$ cat config.mk
export PLATFORM = sky130hd
export DESIGN_NAME = alarme
export DESIGN_NICKNAME = d
export VERILOG_FILES = /design/src/rtl/alarme.sv
export SDC_FILE = /design/constraint.sdc
export NUM_CORES = 1
export LEC_CHECK = 0
export CORE_AREA = 2 2 39 41
export CTS_CLUSTER_SIZE = 30
export DETAILED_ROUTE_END_ITERATION = 10
export DIE_AREA = 0 0 41 43
export PLACE_DENSITY_LB_ADDON = 0.25
export SYNTH_ARGS = -nofsm -noshare
export SYNTH_HDL_FRONTEND = slang
export SYNTH_SLANG_ARGS = --single-unit
$ cat constraint.sdc
create_clock -name clk -period 1.95 [get_ports clk]
set_input_delay 0.39 -clock clk [delete_from_list [all_inputs] [get_ports clk]]
set_output_delay 0.39 -clock clk [all_outputs]
set_load 0.01 [all_outputs]
$ cat src/rtl/alarme.sv
// Intruder-alarm controller: synchronizes door/window/motion/arm inputs and
// latches a registered siren output while the system stays armed.
module alarme #(
    parameter int SYNC_STAGES = 2  // must be >= 2
) (
    input  logic clk,
    input  logic rst_n,
    input  logic P,
    input  logic W,
    input  logic M,
    input  logic S,
    output logic A
);

    typedef enum logic [1:0] {
        DISARMED = 2'b00,
        ARMED    = 2'b01,
        ALARM    = 2'b10
    } state_t;

    // One 4-bit word per synchronizer stage: {P, W, M, S}
    logic [SYNC_STAGES-1:0][3:0] sync;
    logic   ps, ws, ms, ss, trig;
    state_t state, state_nxt;

    always_ff @(posedge clk or negedge rst_n) begin
        if (!rst_n) begin
            sync <= '0;
        end else begin
            sync[0] <= {P, W, M, S};
            for (int i = 1; i < SYNC_STAGES; i++)
                sync[i] <= sync[i-1];
        end
    end

    assign {ps, ws, ms, ss} = sync[SYNC_STAGES-1];
    assign trig = ps | ws | ms;

    always_ff @(posedge clk or negedge rst_n) begin
        if (!rst_n) begin
            state <= DISARMED;
            A     <= 1'b0;
        end else begin
            state <= state_nxt;
            // Own flop so A tracks the state without decoding, and an
            // illegal encoding can never raise the siren.
            A     <= (state_nxt == ALARM);
        end
    end

    always_comb begin
        state_nxt = DISARMED;
        case (state)
            DISARMED: begin
                if (ss && trig)  state_nxt = ALARM;
                else if (ss)     state_nxt = ARMED;
                else             state_nxt = DISARMED;
            end
            ARMED: begin
                if (!ss)         state_nxt = DISARMED;
                else if (trig)   state_nxt = ALARM;
                else             state_nxt = ARMED;
            end
            ALARM: begin
                // Latched until disarmed, even after the sensors clear
                if (!ss)         state_nxt = DISARMED;
                else             state_nxt = ALARM;
            end
            default:             state_nxt = DISARMED;
        endcase
    end

endmodule

# --- Yosys cells after proc, flatten, opt, wreduce, memory -nomap -nowiden ---
# Cells that the tools add are included.
classes:
  eq_ne: 3
  mux: 6
  bitwise_logic: 2
  n_reduce_logical: 2
ops:
  columns: ["op", "n"]
  rows:
  - ["2-bit 2-to-1 mux", 4]
  - ["2-bit case mux with 3 select lines", 1]
  - ["2-bit == test, second input constant", 2]
  - ["2-bit by 1-bit == test with 1-bit output, second input constant", 1]
  - ["2-bit logical NOT", 1]
  - ["1-bit OR", 2]
  - ["1-bit logical AND", 1]
  - ["1-bit 2-to-1 mux", 1]
totals:
  reg_bits: 11
  input_bits: 6
  out_inout_bits: 1
  word_cells: 17

# --- Logic depth before layout (Yosys ltp) ---
depth:
  word_depth: 6
  mapped_depth: 2
  mapped_depth_nobuf: 2

# --- Least setup slack after synthesis ---
# Ideal clock, no wire load.
synth_timing:
  kind: "flip-flop to flip-flop"
  from: "reg sync[6] in the netlist's numbering"
  to: "reg A"
  setup_time_ns: 0.120
  arrival_time_ns: 1.028
  required_ns: 1.830
  slack_ns: 0.802
  path_stages_with_launch: 3
  path_buffers: 0
  synth_period_minus_slack_ns: 1.148
  path_cell_list: "dfrtp_1 or4_4 and3_1"
synth_between:
  elab_chain_len: 6
  word_cells_on_any_way: 8
  classes_between: "eq/ne (1); mux (4); bitwise (2); reduce/logical (1)"
synth_rtl:
  columns: ["element", "line_no", "source"]
  rows:
  - ["from (decl)", "22", "logic [SYNC_STAGES-1:0][3:0] sync;"]
  - ["from (signal, indexed assignment)", "32", "sync[i] <= sync[i-1];"]
  - ["1-bit OR (*) (2 in series)", "37", "assign trig = ps | ws | ms;"]
  - ["2-bit 2-to-1 mux or 1-bit logical AND (tied branches)", "61, 55", null]
  - ["2-bit 2-to-1 mux, on equally long branches", "60, 55", null]
  - ["2-bit case mux with 3 select lines (*)", "53", "case (state)"]
  - ["2-bit == test (*)", "47", "A <= (state_nxt == ALARM);"]
  - ["to (signal assigned)", "47", null]
  - ["to (decl)", "12", "output logic A"]
# Mark *: on every way between the ends. The rest lies on a longest branch, timed or not.

# --- Worst setup path after layout ---
layout_timing:
  from: "reg A"
  to: "out A"
# No word-level cell between the ends.

==> results.ini <==
[detailed_routing]
routedWlPerCell_um=7.98
ant_nets=0
routed_via_density=3.60
drt_first_pass_iters=2
drt_iter0_drc=1
wirelength_um=343
num_vias=155
drc=0

[layout]
area_growth_pct=34.3
final_cell_mix=11 x dfrtp_1, 6 x clkdlybuf4s50_1, 3 x clkbuf_4, 2 x and3_1
nNetsFinal=34
final_common_cell=dfrtp_1
finalNonFillerCells=43
drive_gt1_frac=0.148
fin_area_um2=417
diodes=0

[placement]
gp_congestion=0.589
dp.cells=39
post-place-ws_ns=0.731
dp_hpwl_um=243
dpl-instance-area_um2=390
io_buffers=6

[sta]
slew_headroom=0.688
drv_slew=0
rsz0062_at_grt=no
setup_tns_ns=0
setup_viol=0
setup_slack_ns=0.454
fin_crit_ns=1.50
tightest_slew_ns=0.466
fmax_mhz=668
fin_hold_ws_ns=0.348
fin_crit_sh=0.767
finalHoldViolCount=0
final.setup_skew_ns=0.00408

[synth]
syn-num-nets=23
ys_types=6
ys_seq_elements=11
synth_warnings=0
mappedNetlistArea_um2=310
avgSynthCellArea_um2=18.3
synth_cells=17
seq_area_frac_synth=0.887

[pwr]
p_leak_nw=0.188
vdd_drop_max_v=0.000336
p_per_area_nw_per_um2=980

[floorplanning]
std_cell_rows=14
coreArea_um2=1380
chipHeight_um=43
fp.dieW_um=41
initial_core_util=0.224
ioPinCount=7
design.die.area_um2=1760

[worst_setup_path]
critical_path_class=flop to output port
crit_required_ns=1.56
startpoint_type=flop
crit_arrival_ns=1.11
end_kind=output port
worstSetupStartpoint=A$_DFF_PN0_
crit_cells=1
cp_slowest_cell=clkdlybuf4s50_1
slowest_delay_ns=0.52
path_cells=clkdlybuf4s50_1
rr_startpoint=sync[6]$_DFF_PN0_
critical_path_buf_inv_count=1
rrSetupSlack_ns=0.78
crit_family=buffers and inverters
reg2reg_depth=2
r2r_end=A$_DFF_PN0_
crit_fanout=1

[clock_network]
clock_latency_ns=0.26
post-cts-setup-buffers=0
clk_pin_slew_worst_paths_ns=0.06
cts.path.max_buffers=2
ctsHoldBuffers=0
cts_htree_levels=1
cts_sinks=11
cts_root_buf=clkbuf_4
cts_resized=0
cts_tree=done
cts_buffers=3

[global_routing]
grt_start_max_net_pins=12
gr-usage-all-layers=0.0637
grt_pass1_wl_um=662
overflow=0
grt_pass1_vias=161
antenna_found_initial=0

[min_path]
min_from=sync[1]$_DFF_PN0_
hold_depth=0
hp-class=flop to flop
hold_path_end=ms$_DFF_PN0_

[status]
status=finished, final reports clean

[flow_run]
maxCapViolCount=0

-- how the worst max path moves through the flow --
| stage | to | slack, ns |
|---|---|---|
| 2_1_floorplan | A$_DFF_PN0_ | 0.80 |
| 3_3_place_gp | A | 0.74 |
| 3_5_place_dp | A | 0.73 |
| 4_1_cts | A | 0.44 |
| 5_1_grt | A | 0.41 |
| 6_report | A | 0.45 |
-- area by class of cell --
type,count,area [um2]
clock buffer,4,26.3
fill,140,967
inverter,1,3.75
multi-input combinational,5,31.3
sequential,11,275
tap,16,20.0
timing repair buffer,6,60.1
-- through the flow --
step / util / power, mW
global placement: 0.282 / 0.268
finish: 0.301 / 0.408
floorplan: - / 0.251
detailed placement: 0.282 / 0.268
global route: 0.301 / 0.435
CTS: 0.301 / 0.417
-- synth_stat cells --
master,n,area share
nand2_1,1,0.012
inv_1,1,0.012
nor2_1,1,0.012
dfrtp_1,11,0.89
or4_4,1,0.036
and3_1,2,0.040
-- per-layer routing --
metal / track usage / share of wire / vias to the layer above
met5: 0 / 0 / -
met4: 0.0600 / 0.012 / 0
met3: 0.0471 / 0.10 / 2
met2: 0.0656 / 0.48 / 7
met1: 0.0796 / 0.40 / 71
li1: - / - / 75
-- report_power, final --
group | internal (mW) | switching, mW
Combinational | 0.0133 | 0.00725
Clock | 0.0788 | 0.0657
Sequential | 0.240 | 0.00355
Total | 0.332 | 0.0764
-- cells by family after synthesis --
logic type             count (synthesis)  share of synthesized area
DFF                                   11                      0.887
and+or+nand+nor                        5                      0.101
buffers and inverters                  1                     0.0121
-- state kept, by name, indices dropped and copies added (netlist names) --
name	cells
sync	5
A	1
ps	1
ms	1
state	2
ss	1
Note: power is estimated with default switching activity, not from simulation.
